### src/rtl/serial_adder_seq.sv
// serial_adder_seq -- bit-serial ripple adder, one bit per clock, LSB first.
//
// Each bit is added by a full-adder slice built from two half_adder_structural
// cells plus an OR for the carry-out. A carry flip-flop links successive bit
// positions. Operands are captured on an accepted Start. The result builds up
// in an internal shift register. Sum and Cout are updated only when the last
// bit completes.
//
// Ports:
//   Clk    in   rising-edge clock
//   Reset  in   asynchronous, active-high reset
//   Start  in   request; sampled in IDLE or DONE, ignored while busy
//   A, B   in   WIDTH-bit operands, captured on accepted Start
//   Cin    in   carry-in, captured on accepted Start
//   Busy   out  high while bits are being added
//   Done   out  one-cycle pulse when Sum/Cout carry a fresh result
//   Sum    out  registered WIDTH-bit result, holds until next completion
//   Cout   out  registered carry-out, holds until next completion

module half_adder_structural (
    input  logic a,
    input  logic b,
    output logic s,
    output logic c
);
    xor g_s (s, a, b);
    and g_c (c, a, b);
endmodule

module serial_adder_seq #(
    parameter int WIDTH = 8
) (
    input  logic             Clk,
    input  logic             Reset,
    input  logic             Start,
    input  logic [WIDTH-1:0] A,
    input  logic [WIDTH-1:0] B,
    input  logic             Cin,
    output logic             Busy,
    output logic             Done,
    output logic [WIDTH-1:0] Sum,
    output logic             Cout
);
    localparam int CNT_W = $clog2(WIDTH + 1);
    localparam logic [CNT_W-1:0] LAST = CNT_W'(WIDTH - 1);

    typedef enum logic [1:0] {
        IDLE = 2'd0,
        ADD  = 2'd1,
        DONE = 2'd2
    } state_t;

    state_t           state;
    logic [WIDTH-1:0] a_sh;
    logic [WIDTH-1:0] b_sh;
    logic [WIDTH-1:0] s_sh;
    logic             c;
    logic [CNT_W-1:0] cnt;

    // Full-adder slice: two half adders, carry-out is the OR of both carries.
    logic p, g0, g1, s_bit, c_next;

    half_adder_structural u_ha0 (.a(a_sh[0]), .b(b_sh[0]), .s(p),     .c(g0));
    half_adder_structural u_ha1 (.a(p),       .b(c),       .s(s_bit), .c(g1));

    assign c_next = g0 | g1;

    // The new bit enters at the MSB, so after WIDTH shifts bit 0 holds the LSB.
    // A single-bit register has nothing to shift down, so that case gets its
    // own branch.
    logic [WIDTH-1:0] s_sh_next;

    generate
        if (WIDTH == 1) begin : g_w1
            assign s_sh_next = s_bit;
        end else begin : g_wn
            assign s_sh_next = {s_bit, s_sh[WIDTH-1:1]};
        end
    endgenerate

    always_ff @(posedge Clk or posedge Reset) begin
        if (Reset) begin
            state <= IDLE;
            a_sh  <= '0;
            b_sh  <= '0;
            s_sh  <= '0;
            c     <= 1'b0;
            cnt   <= '0;
            Sum   <= '0;
            Cout  <= 1'b0;
        end else begin
            case (state)
                // DONE accepts Start exactly like IDLE, so requests can run back to back.
                IDLE, DONE: begin
                    if (Start) begin
                        a_sh  <= A;
                        b_sh  <= B;
                        c     <= Cin;
                        cnt   <= '0;
                        state <= ADD;
                    end else begin
                        state <= IDLE;
                    end
                end
                ADD: begin
                    a_sh <= a_sh >> 1;
                    b_sh <= b_sh >> 1;
                    s_sh <= s_sh_next;
                    c    <= c_next;
                    cnt  <= cnt + 1'b1;
                    // Publish only on the final bit so partial sums never appear on Sum.
                    if (cnt == LAST) begin
                        Sum   <= s_sh_next;
                        Cout  <= c_next;
                        state <= DONE;
                    end
                end
                default: state <= IDLE;
            endcase
        end
    end

    assign Busy = (state == ADD);
    assign Done = (state == DONE);

endmodule

### config.mk
export PLATFORM = sky130hd
export DESIGN_NAME = serial_adder_seq
export DESIGN_NICKNAME = d
export VERILOG_FILES = /design/src/rtl/serial_adder_seq.sv
export SDC_FILE = /design/constraint.sdc
export NUM_CORES = 1
export LEC_CHECK = 0
export BUFFER_PORTS_ARGS = -buffer_cell sky130_fd_sc_hd__buf_4
export CORE_ASPECT_RATIO = 0.6
export CORE_MARGIN = 2
export CORE_UTILIZATION = 30
export CTS_CLUSTER_SIZE = 24
export DETAILED_ROUTE_END_ITERATION = 10
export SLEW_MARGIN = 20
export SYNTH_ARGS = -nofsm -noshare
export SYNTH_HDL_FRONTEND = slang
export SYNTH_SLANG_ARGS = --single-unit
### constraint.sdc
create_clock -name Clk -period 2.1 [get_ports Clk]
set_clock_uncertainty 0.05 [all_clocks]
set_input_delay 0.42 -clock Clk [delete_from_list [all_inputs] [get_ports Clk]]
set_output_delay 0.42 -clock Clk [all_outputs]
set_load 0.1 [all_outputs]
After elaboration in Yosys (flattened, before gate mapping)

Cells that the tools add are included.

Add/sub/neg operators: 1
Eq/ne operators: 5
Muxes and demuxes: 11
Bitwise operators: 5
Reduce and logical (&&, ||, !) cells: 5

Operator list:

| cell                | count |
|---|---|
| $pmux 8 s2          | 2 |
| $mux 8              | 2 |
| $pmux 4 s2          | 1 |
| $add 4x1->4 const B | 1 |
| $eq 4x3->1 const B  | 1 |
| $mux 4              | 1 |
| $pmux 2 s2          | 1 |
| $reduce_and 2->1    | 2 |
| $and 1x1->1         | 2 |
| $eq 2x1->1 const B  | 1 |
| $eq 2x2->1 const B  | 1 |
| $logic_not 2->1     | 1 |
| $mux 1              | 2 |
| $mux 2              | 1 |
| $ne 2x1->1 const B  | 1 |
| $ne 2x2->1 const B  | 1 |
| $pmux 1 s2          | 1 |
| $reduce_bool 2->1   | 1 |
| $reduce_or 2->1     | 1 |
| $xor 1x1->1         | 2 |
| $or 1x1->1          | 1 |

Bits in registers: 40
Input bits: 20
Word-level logic and storage cells: 35

Depth between registers and ports, before layout

Gate-level depths: netlist (run 1).

Depth in word-level cells: 4
Mapped depth: 5
Gate-level depth less buffers: 4

Hierarchy

From an unflattened synthesis (run 1), not the netlist that was laid out.

Cells, all modules: 149
Area total of the unflattened synthesis: 1632.8 µm²

Modules (own cells, without submodules):

| module                | instances | cells each | area each (µm²) |
|---|---|---|---|
| serial_adder_seq      | 1         | 147        | 1607.8 |
| half_adder_structural | 2         | 1          | 12.5 |

Worst setup path before layout (run 1)

OpenSTA, ideal clock, no wires.

Path type: register -> output
Start point: register state[0]
End point: output Done
Data arrival time: 1.727 ns
Data required time: 1.630 ns
Path slack: -0.097 ns
Stages on the path, launching flop included: 2
Path through: dfrtp_1 > nor2b_1

Longest elaborated chain between the ends: 1

Ends and longest elaborated chain:

| what                     | RTL line | text |
|---|---|---|
| start: declaration       | 53       | `state_t state;` |
| start signal: assignment | 83       | `state <= IDLE;` |
| start signal: assignment | 100      | `state <= ADD;` |
| start signal: assignment | 102      | `state <= IDLE;` |
| $eq 2x2->1               | 124      | `assign Done = (state == DONE);` |
| end: declaration         | 40       | `output logic Done,` |

Every way passes these cells.

Worst setup path after layout (run 1)

Start point: register state[1]
End point: output Busy

Longest elaborated chain between the ends: 1

Ends and longest elaborated chain:

| what             | RTL line | text |
|---|---|---|
| $eq 2x1->1       | 123      | `assign Busy = (state == ADD);` |
| end: declaration | 39       | `output logic Busy,` |

Every way passes these cells.

==> summary.log, run 1 <==
INFO  run_status     outcome=complete, no violations
INFO  sta            fin_crit_sh=86.16%
INFO  detailed_routing vias_per_cell=4.749
INFO  yosys          netlist.area_leader.share=59.82%
INFO  floorplanning  design.portCount=31
INFO  yosys          synth-warning-count=0
INFO  grt            gr-usage-all-layers=11.14%
INFO  cells_and_area final_nets=170
INFO  yosys          yosys-top-cells-area=sky130_fd_sc_hd__dfrtp_1, sky130_fd_sc_hd__mux2_2, sky130_fd_sc_hd__a22o_1
INFO  clocking       cts_tree=done
INFO  clocking       post_cts.resized_instances=0
INFO  floorplanning  core-area=5155um2
INFO  clocking       cts_hold_buf=0
INFO  clocking       clock_latency=0.29ns
INFO  grt            grt_first_pass_wirelength=5.085mm
INFO  floorplanning  fp.dieArea=6064um2
INFO  yosys          synth_seq_cells=39
INFO  detailed_routing drt-initial-drc-count=39
INFO  worst_setup_path worstPathRequired=1.63ns
INFO  place          numPortBuffers=30
INFO  detailed_routing via_count=1,021
INFO  floorplanning  number_of_placement_rows=20
INFO  cells_and_area fillers=510
INFO  yosys          synthCells=114
INFO  sta            final.setup.tns=0ns
INFO  cells_and_area drive_gt1_share=42.28%
INFO  cells_and_area area_delta_synth_final=24.85%
INFO  cells_and_area number_of_antenna_diodes=0
INFO  worst_setup_path worstSetupPathType=flip-flop to output port
INFO  sta            timing.max_slew.rel_slack=50.70%
INFO  clocking       cts-root-to-sink-buffers=2
INFO  clocking       cts_buffers=5
INFO  yosys          synth_enable_flop_cells=0
INFO  place          dp_hpwl=2.053mm
INFO  yosys          ys.flop_type=sky130_fd_sc_hd__dfrtp_1
INFO  grt            grt_total_ovfl=0
INFO  sta            clock.fmax=0.5527GHz
INFO  sta            timing.final.max_slew_violations=0
INFO  clocking       clk_transition_reported_paths=0.08ns
INFO  yosys          ys_seq_area_share=59.82%
INFO  yosys          synthDominantAreaCellType=sky130_fd_sc_hd__dfrtp_1
INFO  yosys          synth.distinct_cells=19
INFO  grt            first_global_vias=1,046
INFO  place          finalWeightedCongestion=0.7379
INFO  yosys          post_synth_most_frequent_cells=sky130_fd_sc_hd__dfrtp_1, sky130_fd_sc_hd__a22o_1, sky130_fd_sc_hd__mux2_2
INFO  clocking       h_tree_level_count=2
INFO  worst_setup_path critical_path_startpoint_category=flip-flop
INFO  detailed_routing postRouteWirelength=2.975mm
INFO  sta            final_hold_fails=0
INFO  detailed_routing wire_per_inst=13.84um
INFO  yosys          syn-cell-area=1632um2
INFO  detailed_routing postRouteAntennaNets=0
INFO  yosys          synthesis.nets=136
INFO  hold_path      timing.hold.worst.class=input pin to asynchronous set/reset pin
INFO  clocking       cts.sinks=39
INFO  yosys          synth.most_common_cell=sky130_fd_sc_hd__dfrtp_1
INFO  worst_setup_path crit_fanout=11
INFO  job            drv_cap=0
INFO  floorplanning  die_height=61.13um
INFO  sta            grt_setup_unrepaired=false
INFO  clocking       clock-root-buffer=sky130_fd_sc_hd__clkbuf_8
INFO  yosys          avgSynthCellArea=14.31um2
INFO  yosys          ys_async_sr_fraction=100.0%
INFO  sta            setup_violations=0
INFO  clocking       postCtsSetupRepairBufs=0
INFO  worst_setup_path crit_path_dat=1.34ns
INFO  sta            final.min_clock_period=1.809ns
INFO  floorplanning  initial_utilization=31.65%
INFO  grt            pin_count_of_the_biggest_net_entering_global_routing=40
INFO  floorplanning  die_width=99.21um
INFO  worst_setup_path nature_of_the_critical_path_endpoint=output port
INFO  grt            grt_antenna_before_repair=0
INFO  detailed_routing dr.pass1.iters=4
INFO  detailed_routing remaining_drc_errors=0
INFO  sta            worst_margin_pin_slew=0.7387ns
[placed cells by master, fill, tap and decap left out, drive strengths merged, types with 2 or more instances in the layout]
cell type and instances:
dfrtp 39, buf 34, a22o 19, mux2 17, a21o 15, clkbuf 6
nand2 3, nor2b 3, mux2i 2
[cell families after synthesis]
kind of cell             Yosys count  share of synthesized area [%]
multiplexers                      19                          12.96
flip-flops                        39                          59.82
adder cells (fa/ha/maj)            2                          1.994
AO/OA/AOI/OAI                     35                          17.41
AND/OR/NAND/NOR                   11                          4.372
buffers and inverters              8                          3.450
[per-stage QoR]
step,std cells,utilization (%),worst slack (ns),area (um2),hold WS [ns]
detailed placement,207,37.23,0.4579,1919,0.4183
global route,215,39.51,0.2084,2037,0.2350
CTS,215,39.51,0.2612,2037,0.2071
global placement,207,37.23,0.4878,1919,0.4098
floorplan,114,-,0.4279,1634,0.3996
finish,215,39.51,0.2907,2037,0.1878
[sequential cells by signal (all words and copies together) (netlist names)]
name,flops
Sum,8
a_sh,8
b_sh,8
s_sh,7
cnt,4
state,2
Cout,1
c,1
[final cells by class]
type / instances / area (um2) / area share, %
sequential: 39 / 975.9 / 47.91
multi-input combinational: 67 / 601.8 / 29.55
timing repair buffer: 34 / 255.2 / 12.53
clock buffer: 6 / 82.58 / 4.054
tap: 66 / 82.58 / 4.054
clock inverter: 2 / 35.03 / 1.720
inverter: 1 / 3.754 / 0.1843
[layer usage]
layer | GRT usage (%) | share of wire (%) | vias to the layer above
met5 | 0 | 0 | -
met4 | 4.697 | 1.4 | 0
met3 | 4.767 | 6.5 | 5
met2 | 16.99 | 43 | 23
met1 | 14.24 | 49 | 503
li1 | - | - | 490
[worst paths after layout]
check | from | end | slack, ns | depth (start not counted)
worst max-delay path | state[1]$_DFFE_PP0P_ | Busy | 0.29 | 2
worst min-delay path | Reset | s_sh[1]$_DFFE_PP0P_ | 0.19 | 3
worst max register to register | state[1]$_DFFE_PP0P_ | Sum[6]$_DFFE_PP0P_ | 0.47 | 4
worst min register to register | b_sh[1]$_DFFE_PP0P_ | b_sh[1]$_DFFE_PP0P_ | 0.43 | 1
max in group asynchronous | Reset | b_sh[1]$_DFFE_PP0P_ | 1.46 | 3
min in group Clk | B[7] | b_sh[7]$_DFFE_PP0P_ | 0.31 | 2
[critical path, cell delays in order, from the launching register on]
cell and delay [ns]:
sky130_fd_sc_hd__dfrtp_1 0.37, sky130_fd_sc_hd__and2b_4 0.35, sky130_fd_sc_hd__buf_4 0.32
Power of run 1 is left out: the tool's default activity adds up to more than one toggle a clock period on the data nets, which glitch-free logic cannot reach.
==> run 2: changes to the inputs <==
CORE_UTILIZATION = 55   (was 30)
PLACE_DENSITY = 0.79   (was default)
==> run 2 against run 1 <==
Maximum frequency decreased by 1.8%. Design area decreased by 3.1%. Global-route usage increased by 7.8 points. Sequential share of layout area increased by 1.5 points. First-iteration DRC count decreased by 5.1%. Flip-flop and latch count unchanged. Non-clock buffer count unchanged. Via count increased by 0.88%. Setup slack got worse by 0.033 ns. Register-to-register slack got worse by 0.04 ns. Clock-buffer cell count unchanged. Wire length decreased by 5.2%.
==> summary.log, run 2 (synthesis results as in run 1) <==
INFO  grt            gr-usage-all-layers=18.95% [+7.8 points]
INFO  cells_and_area drive_gt1_share=41.61% [-0.67 points]
INFO  worst_setup_path highest_cell_delay_on_the_worst_timing_path=0.38ns [about the same]
INFO  detailed_routing postRouteWirelength=2.821mm [-5.2%]
INFO  place          placed_area=1889um2 [-1.6%]
INFO  floorplanning  core-area=2853um2 [-45%]
INFO  cells_and_area design_area=1974um2 [-3.1%]
INFO  place          dp_hpwl=1.947mm [-5.2%]
INFO  clocking       cts_buffers=5 [unchanged]
INFO  place          dpl.cell_count=183 [-12%]
INFO  cells_and_area layout_commonest_cell=sky130_fd_sc_hd__dfrtp_1
INFO  worst_setup_path nature_of_the_critical_path_endpoint=output port
INFO  grt            grt.met3_usage=6.346% [+1.6 points]
INFO  sta            final_hold_fails=0 [unchanged]
INFO  clocking       cts.sinks=39 [unchanged]
INFO  detailed_routing remaining_drc_errors=0 [unchanged]
INFO  grt            grt_antenna_before_repair=0 [unchanged]
INFO  floorplanning  design.portCount=31 [unchanged]
INFO  cells_and_area layoutNonFillerInstCount=191 [-11%]
INFO  floorplanning  number_of_placement_rows=15 [-25%]
INFO  clocking       clock-root-buffer=sky130_fd_sc_hd__clkbuf_8
INFO  floorplanning  fp.dieArea=3433um2 [-43%]
INFO  clocking       post_cts.resized_instances=0 [unchanged]
INFO  floorplanning  die_width=74.32um [-25%]
INFO  run_status     outcome=complete, no violations
INFO  worst_setup_path crit_fanout=17 [+6]
INFO  clocking       cts_hold_buf=0 [unchanged]
INFO  clocking       clock_latency=0.28ns [about the same]
INFO  worst_setup_path critical_path_startpoint_category=flip-flop
INFO  cells_and_area number_of_antenna_diodes=0 [unchanged]
INFO  worst_setup_path worst_path_max_delay_cell=sky130_fd_sc_hd__and2b_4
INFO  grt            grt_first_pass_wirelength=4.685mm [-7.9%]
INFO  sta            fin_crit_sh=87.73% [+1.6 points]
INFO  sta            setup_violations=0 [unchanged]
INFO  job            drv_cap=0 [unchanged]
INFO  sta            worst_margin_pin_slew=0.7515ns [+0.01287 ns]
INFO  detailed_routing dr.pass1.iters=4 [unchanged]
INFO  clocking       cts_tree=done
INFO  detailed_routing drt-initial-drc-count=37 [-5.1%]
INFO  sta            grt_setup_unrepaired=false
INFO  sta            timing.max_slew.rel_slack=49.84% [-0.86 points]
INFO  place          finalWeightedCongestion=0.6798 [-7.9%]
INFO  detailed_routing via_count=1,030 [+0.88%]
INFO  detailed_routing vias_per_cell=5.393 [+14%]
INFO  cells_and_area final_nets=170 [unchanged]
INFO  sta            clock.fmax=0.5428GHz [-1.8%]
INFO  sta            final.setup.tns=0ns [unchanged]
INFO  grt            grt_total_ovfl=0 [unchanged]
INFO  cells_and_area largestRegisters=Sum: 8 flops, a_sh: 8 flops, b_sh: 8 flops
INFO  sta            finalHoldWorstSlack=0.1925ns [+0.004687 ns]
INFO  clocking       cts-root-to-sink-buffers=2 [unchanged]
INFO  worst_setup_path worstSetupPathType=flip-flop to output port
INFO  grt            first_global_vias=1,032 [-1.3%]
INFO  worst_setup_path crit_path_dat=1.37ns [+0.03 ns]
INFO  floorplanning  initial_utilization=57.19% [+26 points]
INFO  sta            timing.final.max_slew_violations=0 [unchanged]
INFO  cells_and_area area_delta_synth_final=21.01%
INFO  worst_setup_path worstPathCellList=and2b_4 > buf_4
INFO  detailed_routing wire_per_inst=14.77um [+6.7%]
INFO  hold_path      timing.hold.worst.class=input pin to asynchronous set/reset pin
INFO  grt            grt_util_met1=24.07% [+9.8 points]
INFO  clocking       postCtsSetupRepairBufs=0 [unchanged]
INFO  sta            final.min_clock_period=1.842ns [+0.03310 ns]
INFO  grt            pin_count_of_the_biggest_net_entering_global_routing=40 [unchanged]
INFO  worst_setup_path worstPathRequired=1.63ns [about the same]
INFO  floorplanning  die_height=46.19um [-24%]
INFO  clocking       clk_transition_reported_paths=0.07ns [about the same]
INFO  place          numPortBuffers=30 [unchanged]
INFO  clocking       h_tree_level_count=2 [unchanged]
INFO  grt            met2_usage=31.25% [+14 points]
INFO  cells_and_area most-common-layout-cells=sky130_fd_sc_hd__dfrtp_1, sky130_fd_sc_hd__buf_4, sky130_fd_sc_hd__a22o_1, sky130_fd_sc_hd__mux2_2, sky130_fd_sc_hd__a21o_1
INFO  grt            grt-busiest-layer=met2
INFO  detailed_routing postRouteAntennaNets=0 [unchanged]
-- run 2: changes by cell type in the layout (fill, tap and decap cells not counted), sizes merged --
cell      change
bufinv        -1
clkinvlp      +1
-- run 2: metal layers --
| metal | vias up | share of wire [%] |
|---|---|---|
| li1 | 482 | - |
| met1 | 516 | 45 |
| met2 | 29 | 48 |
| met3 | 3 | 6.4 |
| met4 | 0 | 0.64 |
| met5 | - | 0 |
-- run 2: worst paths after layout --
path | startpoint | end | slack [ns] | cells past startpoint
worst max-delay path | state[1]$_DFFE_PP0P_ | Busy | 0.26 | 2
worst min-delay path | Reset | state[1]$_DFFE_PP0P_ | 0.19 | 3
worst max register to register | state[1]$_DFFE_PP0P_ | Sum[7]$_DFFE_PP0P_ | 0.43 | 4
worst min register to register | a_sh[5]$_DFFE_PP0P_ | a_sh[5]$_DFFE_PP0P_ | 0.43 | 1
max in group asynchronous | Reset | Sum[2]$_DFFE_PP0P_ | 1.47 | 3
min in group Clk | B[7] | b_sh[7]$_DFFE_PP0P_ | 0.30 | 2
-- run 2: stage by stage --
step / util, % / worst slack [ns]
finish: 69.21 / 0.2576
global route: 69.21 / 0.2049
CTS: 69.21 / 0.2494
detailed placement: 66.23 / 0.4364
global placement: 66.23 / 0.4749
floorplan: - / 0.4279
-- run 2: critical path, delay by kind of cell, from the launching register on --
kind | cells | cell delay (ns)
simple gates | 1 | 0.38
buf+inv | 1 | 0.33
flops | 1 | 0.37
-- run 2: final cells by class --
type | count | area (um2)
Clock inverter | 2 | 12.51
Timing Repair Buffer | 34 | 255.2
Fill cell | 202 | 878.3
Inverter | 1 | 3.754
Multi-Input combinational cell | 67 | 601.8
Sequential cell | 39 | 975.9
Clock buffer | 6 | 72.57
Tap cell | 42 | 52.55
Power of run 2 is left out for the same reason.
==> run 3: changes to the inputs <==
REMOVE_ABC_BUFFERS = 1   (was default)
==> run 3 against run 2 <==
Maximum frequency decreased by 1.8%. Cell count unchanged. Design area increased by 0.63%. Highest routed layer unchanged. Die area unchanged. Register-to-register slack got worse by 0.04 ns. Critical path depth unchanged. Sequential share of layout area decreased by 0.31 points. Core utilization increased by 0.44 points. Global-route usage increased by 1.1 points. Via count increased by 0.58%. Wire length increased by 3.4%. Critical endpoint unchanged. Worst hold slack improved by 0.0070 ns.
==> summary.log, run 3 (synthesis results as in run 1) <==
INFO  clocking       clock-root-buffer=sky130_fd_sc_hd__clkbuf_8
INFO  grt            pin_count_of_the_biggest_net_entering_global_routing=40 [unchanged]
INFO  place          numPortBuffers=30 [unchanged]
INFO  floorplanning  core-area=2853um2 [unchanged]
INFO  cells_and_area number_of_antenna_diodes=0 [unchanged]
INFO  hold_path      timing.hold.worst.class=input pin to asynchronous set/reset pin
INFO  detailed_routing postRouteWirelength=2.917mm [+3.4%]
INFO  floorplanning  design.portCount=31 [unchanged]
INFO  grt            grt_total_ovfl=0 [unchanged]
INFO  sta            grt_setup_unrepaired=false
INFO  detailed_routing via_count=1,036 [+0.58%]
INFO  worst_setup_path crit_fanout=19 [+2]
INFO  sta            final.min_clock_period=1.876ns [+0.03335 ns]
INFO  worst_setup_path worstSetupPathType=flip-flop to output port
INFO  floorplanning  number_of_placement_rows=15 [unchanged]
INFO  sta            timing.final.max_slew_violations=0 [unchanged]
INFO  sta            timing.max_slew.rel_slack=48.63% [-1.2 points]
INFO  sta            worst_margin_pin_slew=0.7697ns [+0.01819 ns]
INFO  detailed_routing dr.pass1.iters=2 [-2]
INFO  place          dpl.cell_count=183 [unchanged]
INFO  cells_and_area most-common-layout-cells=sky130_fd_sc_hd__dfrtp_1, sky130_fd_sc_hd__buf_4, sky130_fd_sc_hd__a22o_1, sky130_fd_sc_hd__mux2_2, sky130_fd_sc_hd__a21o_1
INFO  sta            final.setup.tns=0ns [unchanged]
INFO  cells_and_area layout.core_utilization=69.65% [+0.44 points]
INFO  cells_and_area layoutNonFillerInstCount=191 [unchanged]
INFO  detailed_routing postRouteAntennaNets=0 [unchanged]
INFO  grt            grt_first_pass_wirelength=4.857mm [+3.7%]
INFO  detailed_routing vias_per_cell=5.424 [+0.58%]
INFO  grt            gr-usage-all-layers=20.02% [+1.1 points]
INFO  job            drv_cap=0 [unchanged]
INFO  floorplanning  fp.dieArea=3433um2 [unchanged]
INFO  worst_setup_path worstPathRequired=1.63ns [about the same]
INFO  place          finalWeightedCongestion=0.7394 [+8.8%]
INFO  clocking       clock_latency=0.29ns [about the same]
INFO  detailed_routing wire_per_inst=15.27um [+3.4%]
INFO  clocking       clk_transition_reported_paths=0.07ns [about the same]
INFO  clocking       cts_buffers=5 [unchanged]
INFO  clocking       post_cts.resized_instances=0 [unchanged]
INFO  clocking       h_tree_level_count=2 [unchanged]
INFO  worst_setup_path crit_start=state[1]$_DFFE_PP0P_
INFO  place          preCtsSetupSlack=0.4034ns [-0.03299 ns]
INFO  cells_and_area drive_gt1_share=40.94% [-0.67 points]
INFO  worst_setup_path nature_of_the_critical_path_endpoint=output port
INFO  sta            final_hold_fails=0 [unchanged]
INFO  sta            fin_ws=0.2243ns [-0.03335 ns]
INFO  place          dp_hpwl=1.962mm [+0.80%]
INFO  sta            clock.fmax=0.5331GHz [-1.8%]
INFO  sta            fin_crit_sh=89.32% [+1.6 points]
INFO  worst_setup_path crit_path_dat=1.41ns [+0.04 ns]
INFO  floorplanning  die_height=46.19um [unchanged]
INFO  floorplanning  die_width=74.32um [unchanged]
INFO  clocking       cts-root-to-sink-buffers=2 [unchanged]
INFO  grt            first_global_vias=1,035 [+0.29%]
INFO  cells_and_area layout_commonest_cell=sky130_fd_sc_hd__dfrtp_1
INFO  clocking       cts_hold_buf=0 [unchanged]
INFO  cells_and_area final_nets=170 [unchanged]
INFO  cells_and_area largestRegisters=Sum: 8 flops, a_sh: 8 flops, b_sh: 8 flops
INFO  worst_setup_path worstReg2RegStart=state[1]$_DFFE_PP0P_
INFO  sta            setup_violations=0 [unchanged]
INFO  run_status     outcome=complete, no violations
INFO  detailed_routing remaining_drc_errors=0 [unchanged]
INFO  clocking       cts_tree=done
INFO  clocking       cts.sinks=39 [unchanged]
INFO  clocking       postCtsSetupRepairBufs=0 [unchanged]
INFO  cells_and_area area_delta_synth_final=21.78%
INFO  floorplanning  initial_utilization=57.19% [unchanged]
INFO  detailed_routing drt-initial-drc-count=53 [+43%]
INFO  worst_setup_path rr_worst_depth=4 [unchanged]
INFO  grt            grt_antenna_before_repair=0 [unchanged]
INFO  worst_setup_path critical_path_startpoint_category=flip-flop
run 3: changes by cell type in the layout (fill, tap and decap cells not counted):
cell | before | now
sky130_fd_sc_hd__nor2b_1 | 2 | 3
sky130_fd_sc_hd__clkinv_2 | 1 | 0
sky130_fd_sc_hd__clkbuf_8 | 5 | 7
sky130_fd_sc_hd__clkinvlp_4 | 1 | 0
sky130_fd_sc_hd__nor2b_2 | 1 | 0
run 3: area by class of cell:
class                      instances  area [um2]
tap                               42       52.55
timing repair buffer              34       255.2
multi-input combinational         67       599.3
sequential                        39       975.9
fill                             221       865.8
clock buffer                       8       100.1
inverter                           1       3.754
run 3: final timing paths:
kind                       slack [ns]             endpoint
setup / recovery                 0.22                 Busy
hold reg to reg                  0.43  a_sh[2]$_DFFE_PP0P_
hold / removal                   0.20   cnt[0]$_DFFE_PP0P_
min in group Clk                 0.31  a_sh[7]$_DFFE_PP0P_
max in group asynchronous        1.47   Sum[4]$_DFFE_PP0P_
setup reg to reg                 0.39   Sum[0]$_DFFE_PP0P_
run 3: metal layers:
layer | GRT usage, % | routed length [um] | vias up
li1 | - | - | 489
met2 | 30.89 | 1389 | 17
met5 | 0 | 0 | -
met1 | 25.46 | 1350 | 523
met4 | 10.36 | 61 | 0
met3 | 7.002 | 115 | 7
run 3: critical path, cell delays in order, from the launching register on:
cell                      delay (ns)
sky130_fd_sc_hd__dfrtp_1        0.37
sky130_fd_sc_hd__and2b_4        0.40
sky130_fd_sc_hd__buf_4          0.34
run 3: metrics by stage:
stage / cell area [um2] / hold WS [ns]
after floorplan: 1579 / 0.3996
after global placement: 1887 / 0.4086
after detailed placement: 1887 / 0.4194
after CTS: 1987 / 0.2059
after global routing: 1987 / 0.2334
final: 1987 / 0.1995
Power of run 3 is left out for the same reason.
